`config.mk`:
```
export PLATFORM = sky130hd
export DESIGN_NAME = fp16_seq_alu
export DESIGN_NICKNAME = d
export VERILOG_FILES = /design/src/rtl/fp16_pkg.sv /design/src/rtl/fp16_normalize.sv /design/src/rtl/fp16_seq_alu.sv
export SDC_FILE = /design/constraint.sdc
export NUM_CORES = 1
export LEC_CHECK = 0
export ABC_AREA = 1
export CAP_MARGIN = 5
export CELL_PAD_IN_SITES_DETAIL_PLACEMENT = 0
export CELL_PAD_IN_SITES_GLOBAL_PLACEMENT = 1
export CORE_ASPECT_RATIO = 2
export CORE_UTILIZATION = 28
export DETAILED_ROUTE_END_ITERATION = 10
export PLACE_DENSITY = 0.54
export SETUP_SLACK_MARGIN = 0.02
export SLEW_MARGIN = 10
export SYNTH_ARGS = -nofsm -noshare
export SYNTH_HDL_FRONTEND = slang
export SYNTH_SLANG_ARGS = --single-unit
```
`constraint.sdc`:
```
create_clock -name clk -period 3.9 [get_ports clk]
set_input_delay 0.78 -clock clk [delete_from_list [all_inputs] [get_ports clk]]
set_output_delay 0.78 -clock clk [all_outputs]
set_load 0.03 [all_outputs]
```
`src/rtl/fp16_pkg.sv`:
```
// Shared types and constants for the half-precision sequential ALU.
package fp16_pkg;
  typedef enum logic [1:0] {FP_ADD = 2'd0, FP_SUB = 2'd1, FP_MUL = 2'd2, FP_CMP = 2'd3} fp_op_e;

  localparam logic [1:0] OFUF_OK = 2'b00;
  localparam logic [1:0] OFUF_UF = 2'b01;
  localparam logic [1:0] OFUF_OF = 2'b10;

  localparam int EXP_W = 5;
  localparam int MAN_W = 10;
  localparam int BIAS  = 15;

  localparam logic [15:0] FP16_ONE    = 16'h3C00;
  localparam logic [14:0] FP16_MAXMAG = 15'h7BFF;

  typedef enum logic [2:0] {IDLE, UNPACK, ALIGN, ADD, MUL, NORM, PACK} state_e;

  function automatic logic [EXP_W-1:0] fp_exp(input logic [15:0] v);
    return v[MAN_W+EXP_W-1:MAN_W];
  endfunction
endpackage

```
`src/rtl/fp16_normalize.sv`:
```
// Combinational normalizer: 15-bit magnitude (bit 13 = hidden-one position,
// bit 14 = carry) to a 14-bit significand with the hidden one at bit 13.
module fp16_normalize
  import fp16_pkg::*;
(
  input  logic        [14:0] mag,
  input  logic signed [6:0]  exp_in,
  output logic        [13:0] sig,
  output logic signed [6:0]  exp_out
);
  logic [3:0] lz;

  always_comb begin
    lz = 4'd0;
    for (int i = 0; i < 14; i++) begin
      if (mag[i]) lz = 4'(13 - i);
    end
    sig     = mag[13:0];
    exp_out = exp_in;
    // A carry shifts right by one; the dropped bit folds into the sticky position.
    if (mag[14]) begin
      sig     = {mag[14:2], mag[1] | mag[0]};
      exp_out = exp_in + 7'sd1;
    end else if (mag[13:0] != 14'd0) begin
      sig     = mag[13:0] << lz;
      exp_out = exp_in - $signed({3'b000, lz});
    end
  end
endmodule

```
`src/rtl/fp16_seq_alu.sv`:
```
// Multi-cycle binary16 add/sub/mul/compare responder with start/done handshake.
// Define FP16_ALU_RNE_EN for round-to-nearest-even packing; default truncates.
module fp16_seq_alu
  import fp16_pkg::*;
(
  input  logic        clk,
  input  logic        reset,
  input  logic        start,
  input  logic [15:0] x,
  input  logic [15:0] y,
  input  logic [1:0]  opcode,
  output logic [15:0] result,
  output logic        done,
  output logic [1:0]  OFUF,
  output logic [2:0]  compResult
);
  state_e state, state_nx;
  logic [3:0] cnt;

  logic [15:0] xl, yl;
  fp_op_e op;
  logic sa, sb, sgn;
  logic signed [6:0] ea, eb, exp_w, n_exp, norm_exp;
  logic [13:0] ma, mb, n_sig, norm_sig;
  logic [14:0] mag_w, norm_mag, addsum;
  logic [21:0] acc, mcand;
  logic [10:0] mplier;

  function automatic logic [13:0] unpack_sig(input logic [15:0] v);
    if (fp_exp(v) == 5'd0) return 14'd0;
    if (fp_exp(v) == 5'd31) return 14'h2000;
    return {1'b1, v[9:0], 3'b000};
  endfunction

  function automatic logic [17:0] pack_fp(input logic s, input logic signed [6:0] e,
                                          input logic [13:0] sig);
    logic [9:0] m;
    logic signed [6:0] ee;
    m  = sig[12:3];
    ee = e;
`ifdef FP16_ALU_RNE_EN
    begin
      logic [10:0] mr;
      mr = {1'b0, sig[12:3]} + {10'd0, sig[2] & (sig[1] | sig[0] | sig[3])};
      m  = mr[9:0];
      if (mr[10]) ee = e + 7'sd1;
    end
`endif
    if (sig == 14'd0) return {OFUF_OK, s, 15'd0};
    if (ee >= 7'sd31) return {OFUF_OF, s, FP16_MAXMAG};
    if (ee <= 7'sd0) return {OFUF_UF, s, 15'd0};
    return {OFUF_OK, s, ee[4:0], m};
  endfunction

  function automatic logic [2:0] cmp_fp(input logic [15:0] a, input logic [15:0] b);
    logic [14:0] am, bm;
    am = (fp_exp(a) == 5'd0) ? 15'd0 : a[14:0];
    bm = (fp_exp(b) == 5'd0) ? 15'd0 : b[14:0];
    if (am == 15'd0 && bm == 15'd0) return 3'b010;
    if (a[15] != b[15]) return a[15] ? 3'b001 : 3'b100;
    if (am == bm) return 3'b010;
    return ((am > bm) ^ a[15]) ? 3'b100 : 3'b001;
  endfunction

  logic signed [6:0] ux_e, uy_e, big_e, small_e, diff;
  logic [13:0] ux_sig, uy_sig;
  logic x_big;
  logic [3:0] sh;
  logic [17:0] pk;

  assign ux_e    = $signed({2'b00, fp_exp(xl)});
  assign uy_e    = $signed({2'b00, fp_exp(yl)});
  assign ux_sig  = unpack_sig(xl);
  assign uy_sig  = unpack_sig(yl);
  assign x_big   = {ea, ma} >= {eb, mb};
  assign big_e   = x_big ? ea : eb;
  assign small_e = x_big ? eb : ea;
  assign diff    = big_e - small_e;
  assign sh      = (diff > 7'sd13) ? 4'd13 : diff[3:0];
  assign addsum  = (sa == sb) ? ({1'b0, ma} + {1'b0, mb}) : ({1'b0, ma} - {1'b0, mb});
  assign norm_mag = (op == FP_MUL) ? {acc[21:8], |acc[7:0]} : mag_w;
  assign pk      = pack_fp(sgn, n_exp, n_sig);

  fp16_normalize u_norm (
    .mag    (norm_mag),
    .exp_in (exp_w),
    .sig    (norm_sig),
    .exp_out(norm_exp)
  );

  always_comb begin
    state_nx = state;
    if (start) begin
      state_nx = UNPACK;
    end else begin
      case (state)
        UNPACK: begin
          case (op)
            FP_MUL:  state_nx = MUL;
            FP_CMP:  state_nx = PACK;
            default: state_nx = ALIGN;
          endcase
        end
        ALIGN:   state_nx = ADD;
        ADD:     state_nx = NORM;
        MUL:     state_nx = (cnt == 4'd10) ? NORM : MUL;
        NORM:    state_nx = PACK;
        PACK:    state_nx = IDLE;
        default: state_nx = IDLE;
      endcase
    end
  end

  always_ff @(posedge clk) begin
    if (reset) begin
      state      <= IDLE;
      cnt        <= 4'd0;
      done       <= 1'b0;
      result     <= 16'd0;
      OFUF       <= OFUF_OK;
      compResult <= 3'b000;
    end else begin
      state <= state_nx;
      if (state == UNPACK) cnt <= 4'd0;
      else if (state == MUL) cnt <= cnt + 4'd1;
      if (start) begin
        done <= 1'b0;
      end else if (state == PACK) begin
        done <= 1'b1;
        if (op == FP_CMP) begin
          result     <= xl;
          OFUF       <= OFUF_OK;
          compResult <= cmp_fp(xl, yl);
        end else begin
          {OFUF, result} <= pk;
          compResult     <= 3'b000;
        end
      end
    end
  end

  // Datapath registers carry no reset; the FSM decides when they are meaningful.
  always_ff @(posedge clk) begin
    if (start) begin
      xl <= x;
      yl <= y;
      op <= fp_op_e'(opcode);
    end
    case (state)
      UNPACK: begin
        ea     <= ux_e;
        eb     <= uy_e;
        ma     <= ux_sig;
        mb     <= uy_sig;
        sa     <= xl[15];
        sb     <= yl[15] ^ (op == FP_SUB);
        sgn    <= xl[15] ^ yl[15];
        exp_w  <= ux_e + uy_e - 7'(BIAS);
        acc    <= 22'd0;
        mcand  <= {11'd0, ux_sig[13:3]};
        mplier <= uy_sig[13:3];
      end
      ALIGN: begin
        ma    <= x_big ? ma : mb;
        mb    <= (x_big ? mb : ma) >> sh;
        sa    <= x_big ? sa : sb;
        sb    <= x_big ? sb : sa;
        exp_w <= big_e;
      end
      ADD: begin
        mag_w <= addsum;
        sgn   <= (addsum == 15'd0) ? 1'b0 : sa;
      end
      MUL: begin
        if (mplier[0]) acc <= acc + mcand;
        mcand  <= mcand << 1;
        mplier <= mplier >> 1;
      end
      NORM: begin
        n_sig <= norm_sig;
        n_exp <= norm_exp;
      end
      default: ;
    endcase
  end
endmodule

```
==> results of run 1 <==
[final timing paths]
path | startpoint | endpoint | slack (ns) | depth (start not counted)
hold / removal | OFUF[0] | OFUF[0] | 0.48 | 2
setup / recovery | mb[0] | mb[4] | 0.25 | 24
setup reg to reg | mb[0] | mb[4] | 0.25 | 24
hold reg to reg | OFUF[0] | OFUF[0] | 0.48 | 2
[where the power goes]
group | total, mW | internal, mW | switching, mW
clock network | 2.05 | 1.13 | 0.917
registers | 2.56 | 2.48 | 0.0759
logic | 1.65 | 0.651 | 0.999
[area by class of cell]
type                       instances  area share (%)
clock buffer                      24            3.36
clock inverter                    13           0.814
inverter                         191            4.48
multi-input combinational       1128            40.1
sequential                       202            36.1
tap                              560            4.38
timing repair buffer             202            10.7
[metal layers]
metal	track usage, %	vias to the layer above	part of all wire (%)	routed length, um
met5	0	-	0	0
met3	1.26	77	1.7	777
met4	8.72	0	4.8	2130
li1	-	5695	-	-
met1	17.7	5292	34	15200
met2	40.7	154	59	26300
[flip-flops by register name, summed over array words and instances (netlist names), 7 cells and up]
register  count
yl           16
mcand        22
n_exp         7
result       16
exp_w         7
ma           14
mplier       11
mag_w        15
n_sig        14
acc          22
mb           14
xl           16
[cell usage after synthesis (all sizes together)]
| cell type | number |
|---|---|
| buf | 8 |
| a211oi | 3 |
| a41oi | 3 |
| clkinv | 3 |
| clkbuf | 38 |
| fa | 4 |
| o22ai | 5 |
| dfxtp | 29 |
| nand3 | 133 |
| inv | 188 |
| nand3b | 4 |
| nand4 | 11 |
| a21oi | 93 |
| o21bai | 4 |
| o32ai | 3 |
| or4 | 1 |
| a21boi | 2 |
| xnor2 | 5 |
| a21o | 4 |
| a2bb2oi | 1 |
| o21a | 14 |
| nor2 | 112 |
| edfxtp | 173 |
| nor4 | 11 |
| o31ai | 3 |
| o21ai | 139 |
| nand2 | 388 |
| o211ai | 4 |
| o2111ai | 1 |
| ha | 89 |
| or2 | 23 |
| nor3 | 15 |
| xor2 | 32 |
| a31oi | 21 |
[stage by stage]
| stage | power, mW | hold slack, ns | worst slack (ns) |
|---|---|---|---|
| finish | 6.26 | 0.485 | 0.250 |
| global route | 6.58 | 0.504 | -0.0151 |
| CTS | 6.28 | 0.490 | 0.0618 |
| detailed placement | 4.21 | 0.477 | -0.00478 |
| global placement | 4.21 | 0.477 | 0.0239 |
| floorplan | 3.52 | 0.450 | 0.412 |
[worst register-to-register path, delay by kind of cell, from the launching register on]
| kind | cells | cell delay [ns] |
|---|---|---|
| compound gates | 2 | 0.25 |
| flops | 1 | 0.41 |
| simple gates | 15 | 1.64 |
| fa+ha+maj | 2 | 0.49 |
| buf+inv | 5 | 0.59 |
[what timing repair did]
action / in CTS / in global routing
endpoints found under the setup margin: 1 / 19
setup buffers: 0 / 11
gates resized for setup: 1 / 53
pin swaps: 0 / 15
[cells by family (layout without fill, tap and decap cells)]
kind of cell             after synthesis  count (layout)  synth area share [%]
adder cells (fa/ha/maj)               93              93                  9.26
AO/OA/AOI/OAI                        300             300                  13.0
XOR/XNOR                              37              37                  2.51
flip-flops                           202             202                  44.8
AND/OR/NAND/NOR                      698             698                  23.3
buffers and inverters                237             430                  7.14
==> flow_metrics.env, run 1 <==
export IMPL_status="completed"
export IMPL_io_pin_count=59
export IMPL_power_density_mw_per_mm2=391
export IMPL_numCtsBuffers=21
export IMPL_placedCellCount=2272
export IMPL_min_period_ns=3.65
export IMPL_leakagePower_nw=6.84
export IMPL_finalInstanceArea_mm2=0.0160
export IMPL_drtAntennaViolNets=0
export IMPL_crit_arrival_ns=3.92
export IMPL_wl_per_cell_um=19.2
export IMPL_die_h_um=305
export IMPL_slew_headroom_pct=50.9
export IMPL_syn_cell_area_mm2=0.0129
export IMPL_cp_top_family="simple AND/OR/NAND/NOR gates"
export IMPL_drv_slew=0
export IMPL_setup_tns_final_ns=0
export IMPL_nFillCells=4739
export IMPL_htree_levels=1
export IMPL_synth_seq_area_share_pct=44.8
export IMPL_place_gp_congestion=0.881
export IMPL_avgViaCountPerCell=4.84
export IMPL_clk_path_buf_depth=3
export IMPL_setup_viol=0
export IMPL_synth_top_area_cell="edfxtp_1"
export IMPL_hold_buffers=0
export IMPL_antenna_found_initial=0
export IMPL_start_util_pct=28.6
export IMPL_cts_tree="done"
export IMPL_synth_cell_types=46
export IMPL_grt_pass1_wl_mm=67.0
export IMPL_worstSetupStartpointType="register"
export IMPL_path_cells="buf_4 > ha_1 > inv_1 > nor2_1 > nand3_1 > nor2_1 > nor2_1 > nand3_2 > nand2_1 > nand3_1 > ha_1 > inv_1 > nand2_1 > nand2_1 > nand3_1 > nand2_1 > o21bai_4 > buf_12 > buf_6 > nand3_1 > nand3_2 > nand3_1 > nand3_1 > a21oi_2"
export IMPL_coreArea_mm2=0.0451
export IMPL_worst_slew_pin_slew_ns=0.736
export IMPL_path_max_fanout=9
export IMPL_crit_slowest_cell="edfxtp_1"
export IMPL_finalClockSkew_ns=0.0174
export IMPL_max_freq_ghz=0.274
export IMPL_gr_usage_all_layers_pct=19.1
export IMPL_grt_overflow=0
export IMPL_synth_seq_cells=202
export IMPL_fp_dieArea_mm2=0.0469
export IMPL_num_rows=110
export IMPL_io_buffers=58
export IMPL_first_pass_iters=4
export IMPL_crit_path_end_kind="register"
export IMPL_drt_iter0_drc=445
export IMPL_vias=11200
export IMPL_place_area_mm2=0.0150
export IMPL_postLayoutCoreUtil_pct=35.4
export IMPL_multiInputGateArea_mm2=0.00641
export IMPL_final_layout_size_suffix_gt1_share_pct=15.3
export IMPL_crit_top_cell="nand3_1"
export IMPL_antenna_cells=0
export IMPL_clock_root_buffer="clkbuf_16"
export IMPL_synth_net_count=1697
export IMPL_syn_area_per_cell_um2=8.23
export IMPL_grt_pass1_vias=11300
export IMPL_netlist_instances=1567
export IMPL_yosys_warnings=0
export IMPL_hold_violations=0
export IMPL_cp_data_required_time_ns=4.17
export IMPL_post_route_period_util_pct=93.6
export IMPL_synth_top_cell_area_share_pct=40.3
export IMPL_cts_sinks=202
export IMPL_drc=0
export IMPL_grt_max_degree=53
export IMPL_worstSetupPathType="register to register"
export IMPL_stdcell_count=2320
export IMPL_worst_path_buf_inv=5
export IMPL_insertion_delay_ns=0.53
export IMPL_die_w_um=154
export IMPL_drt_total_wl_mm=44.5
export IMPL_dp_hpwl_mm=36.4
export IMPL_hp_class="register to register"
export IMPL_layout_common_cells="nand2_1 (373), inv_1 (180), edfxtp_1 (173), buf_4 (139), nand3_1 (128)"
export IMPL_rsz0062_at_grt="true"
export IMPL_peakVddDrop_v=0.000300
export IMPL_synth_area_leaders="edfxtp_1 (40%), nand2_1 (11%), ha_1 (8.6%)"
export IMPL_area_delta_synth_final_pct=24.0
export IMPL_nets=1876
export IMPL_final_common_cell="nand2_1"
export IMPL_ff_latch_area_mm2=0.00578
export IMPL_cpPeakStageDelay_ns=0.41
export IMPL_cts_clk_slew_worst_paths_ns=0.07
export IMPL_cap_violations=0
(Power assumes the default switching activity.)
==> run 2, diff against run 1 <==
--- a/config.mk
+++ b/config.mk
@@ -5,14 +5,13 @@
 export SDC_FILE = /design/constraint.sdc
 export NUM_CORES = 1
 export LEC_CHECK = 0
-export ABC_AREA = 1
 export CAP_MARGIN = 5
-export CELL_PAD_IN_SITES_DETAIL_PLACEMENT = 0
+export CELL_PAD_IN_SITES_DETAIL_PLACEMENT = 1
 export CELL_PAD_IN_SITES_GLOBAL_PLACEMENT = 1
 export CORE_ASPECT_RATIO = 2
 export CORE_UTILIZATION = 28
 export DETAILED_ROUTE_END_ITERATION = 10
-export PLACE_DENSITY = 0.54
+export PLACE_DENSITY = 0.52
 export SETUP_SLACK_MARGIN = 0.02
 export SLEW_MARGIN = 10
 export SYNTH_ARGS = -nofsm -noshare
==> run 2 against run 1 <==
The flow now finishes with violations (DRC, setup timing); total power is 5.8% higher; first-iteration DRC count shrank 16%; clock skew is 0.015 ns higher; synthesized area down 1.5%; final cell count decreased by 10%; non-clock buffer count increased by 67; flip-flop and latch count stayed put; critical path type unchanged; critical endpoint is now sgn; largest cell class unchanged.
==> flow_metrics.env, run 2 <==
export IMPL_postLayoutCoreUtil_pct=36.7
export IMPL_power_density_mw_per_mm2=402
export IMPL_worst_slew_pin_slew_ns=0.986
export IMPL_gr_usage_all_layers_pct=20.1
export IMPL_drv_slew=0
export IMPL_cts_tree="done"
export IMPL_final_layout_size_suffix_gt1_share_pct=22.2
export IMPL_drt_total_wl_mm=45.9
export IMPL_drc=1
export IMPL_syn_cell_area_mm2=0.0127
export IMPL_num_rows=110
export IMPL_max_freq_ghz=0.235
export IMPL_antenna_cells=0
export IMPL_grt_overflow=0
export IMPL_numCtsBuffers=23
export IMPL_setup_viol=14
export IMPL_synth_seq_cells=202
export IMPL_setup_tns_final_ns=-2.81
export IMPL_layout_common_cells="buf_4 (201), edfxtp_1 (173), nand2_1 (138), nor2_1 (90), ha_1 (85)"
export IMPL_synth_area_leaders="edfxtp_1 (41%), ha_1 (8.8%), dfxtp_1 (4.6%)"
export IMPL_nFillCells=5078
export IMPL_violations="DRC, setup timing"
export IMPL_drt_iter0_drc=373
export IMPL_netlist_instances=1264
export IMPL_htree_levels=1
export IMPL_synth_seq_area_share_pct=45.5
export IMPL_insertion_delay_ns=0.54
export IMPL_setup_ws_ns=-0.348
export IMPL_path_cells="xor2_2 > buf_6 > buf_4 > o31ai_2 > xnor2_1 > ha_1 > a21oi_2 > buf_4 > xnor2_2 > or4_1 > or4_1 > or4_4 > or4_4 > o31ai_4 > mux2i_1"
export IMPL_worstSetupStartpointType="register"
export IMPL_synth_most_common_cell="edfxtp_1"
export IMPL_dp_hpwl_mm=37.3
export IMPL_fp_dieArea_mm2=0.0462
export IMPL_crit_path_end_kind="register"
export IMPL_synth_adder_area_share_pct=9.40
export IMPL_hold_violations=0
export IMPL_path_max_fanout=4
export IMPL_synthFlopType="edfxtp_1"
export IMPL_synth_net_count=1394
export IMPL_grt_pass1_vias=11800
export IMPL_nets=1635
export IMPL_grt_max_degree=41
export IMPL_io_pin_count=59
export IMPL_total_power_mw=6.62
export IMPL_hold_slack_ns=0.457
export IMPL_crit_arrival_ns=4.49
export IMPL_clock_root_buffer="clkbuf_16"
export IMPL_cp_data_required_time_ns=4.14
export IMPL_finalInstanceArea_mm2=0.0165
export IMPL_status="complete, but fails checks"
export IMPL_drtAntennaViolNets=0
export IMPL_rrSetupSlack_ns=-0.35
export IMPL_synth_top_family_by_area="compound AO/OA/AOI/OAI gates"
export IMPL_synth_mux_area_share_pct=5.08
export IMPL_crit_start="sb"
export IMPL_rsz0062_at_grt="true"
export IMPL_coreArea_mm2=0.0449
export IMPL_antenna_found_initial=0
export IMPL_area_delta_synth_final_pct=29.7
export IMPL_cap_violations=0
export IMPL_synth_top_area_cell="edfxtp_1"
export IMPL_synth_xor_area_share_pct=4.13
export IMPL_start_util_pct=28.3
export IMPL_min_period_ns=4.25
export IMPL_r2r_end="sgn"
export IMPL_finalClockSkew_ns=0.0322
export IMPL_avgViaCountPerCell=5.16
export IMPL_synth_top_cell_area_share_pct=40.9
export IMPL_final_common_cell="buf_4"
export IMPL_first_pass_iters=7
export IMPL_yosys_area_share_simple_pct=15.4
export IMPL_yosys_warnings=0
export IMPL_io_buffers=58
export IMPL_placedCellCount=2020
export IMPL_wl_per_cell_um=22.1
export IMPL_synth_cell_types=80
export IMPL_r2r_start="sb"
export IMPL_cts_clk_slew_worst_paths_ns=0.07
export IMPL_synth_edf_count=173
export IMPL_peakVddDrop_v=0.000363
export IMPL_dp_slack_ns=-0.584
export IMPL_stdcell_count=2081
export IMPL_place_gp_congestion=0.882
export IMPL_cpPeakStageDelay_ns=0.47
export IMPL_grt_pass1_wl_mm=69.5
export IMPL_hp_class="register to register"
export IMPL_worstSetupPathType="register to register"
export IMPL_vias=10700
export IMPL_place_area_mm2=0.0153
export IMPL_die_w_um=153
export IMPL_crit_slowest_cell="edfxtp_1"
export IMPL_post_route_period_util_pct=109
export IMPL_clk_path_buf_depth=3
export IMPL_slew_headroom_pct=34.2
export IMPL_cts_sinks=202
export IMPL_worst_r2r_cell_count=15
export IMPL_reg_top3="acc x22, mcand x22"
export IMPL_synth_common_cells="edfxtp_1 (173), nand2_1 (141), nor2_1 (93), ha_1 (89), a21oi_1 (80)"
export IMPL_synthArstFlopShare_pct=0
export IMPL_die_h_um=303
export IMPL_cp_endpoint="sgn"
export IMPL_syn_area_per_cell_um2=10.0
export IMPL_leakagePower_nw=6.46
export IMPL_synth_compound_area_share_pct=16.7
==> run 2: cell types whose count changed in the layout (fill, tap and decap cells not counted), moves of 20 or more <==
cell     before  now
nand3_1     128   39
xnor2_1       4   37
and2_1        0   20
mux2i_1       0   46
o21ai_0     120   64
nand2_1     373  138
buf_4       139  201
inv_1       180   63
==> run 2: kinds of logic (layout without fill, tap and decap cells) <==
| group | Yosys count | count (layout) |
|---|---|---|
| flops | 202 | 202 |
| xor+xnor | 59 | 59 |
| simple gates | 411 | 411 |
| mux | 62 | 62 |
| fa+ha+maj | 93 | 93 |
| compound gates | 318 | 318 |
| buf+inv | 119 | 376 |
==> run 2: worst max-delay path: cells and delay by family (launching register included) <==
family,cells,cell delay [ns]
and+or+nand+nor,4,1.77
DFF,1,0.47
xor gates and xnor gates,3,0.44
AOI/OAI and AO/OA,3,0.41
buffers and inverters,3,0.40
adders and majority gates,1,0.34
muxes,1,0.09
==> run 2: report_power, final <==
group | switching [mW] | internal (mW) | total (mW) | leakage, nW
registers | 0.0904 | 2.50 | 2.59 | 1.86
clock network | 0.923 | 1.16 | 2.08 | 0.335
logic | 1.04 | 0.917 | 1.95 | 4.26
==> run 2: final cells by class <==
class / instances / area [um2] / area share [%]
multi-input cells: 943 / 6830 / 41.5
inverters: 66 / 248 / 1.50
clock inverters: 11 / 85.1 / 0.517
well taps: 560 / 701 / 4.26
flip-flops and latches: 202 / 5780 / 35.1
repair buffers: 269 / 2220 / 13.5
clock buffers: 30 / 602 / 3.65
==> run 2: layer usage <==
metal / track usage, % / vias to the layer above / wire length (um)
met1: 18.0 / 5295 / 15300
li1: - / 5161 / -
met4: 13.1 / 0 / 3260
met5: 0 / - / 0
met2: 42.2 / 164 / 26500
met3: 1.55 / 109 / 898
==> run 2: worst min path at each step <==
stage	from	end	slack [ns]	cells after the start
floorplan	cnt[0]	cnt[0]	0.46	2
global placement	compResult[1]	compResult[1]	0.45	2
detailed placement	compResult[1]	compResult[1]	0.45	2
CTS	compResult[1]	compResult[1]	0.46	2
global route	compResult[1]	compResult[1]	0.50	2
finish	compResult[1]	compResult[1]	0.46	2
==> run 2: timing repair <==
action	CTS	global route
hold buffers	0	0
setup endpoints to repair	15	18
gates resized for setup	28	42
buffers inserted	6	15
pin swaps	19	21
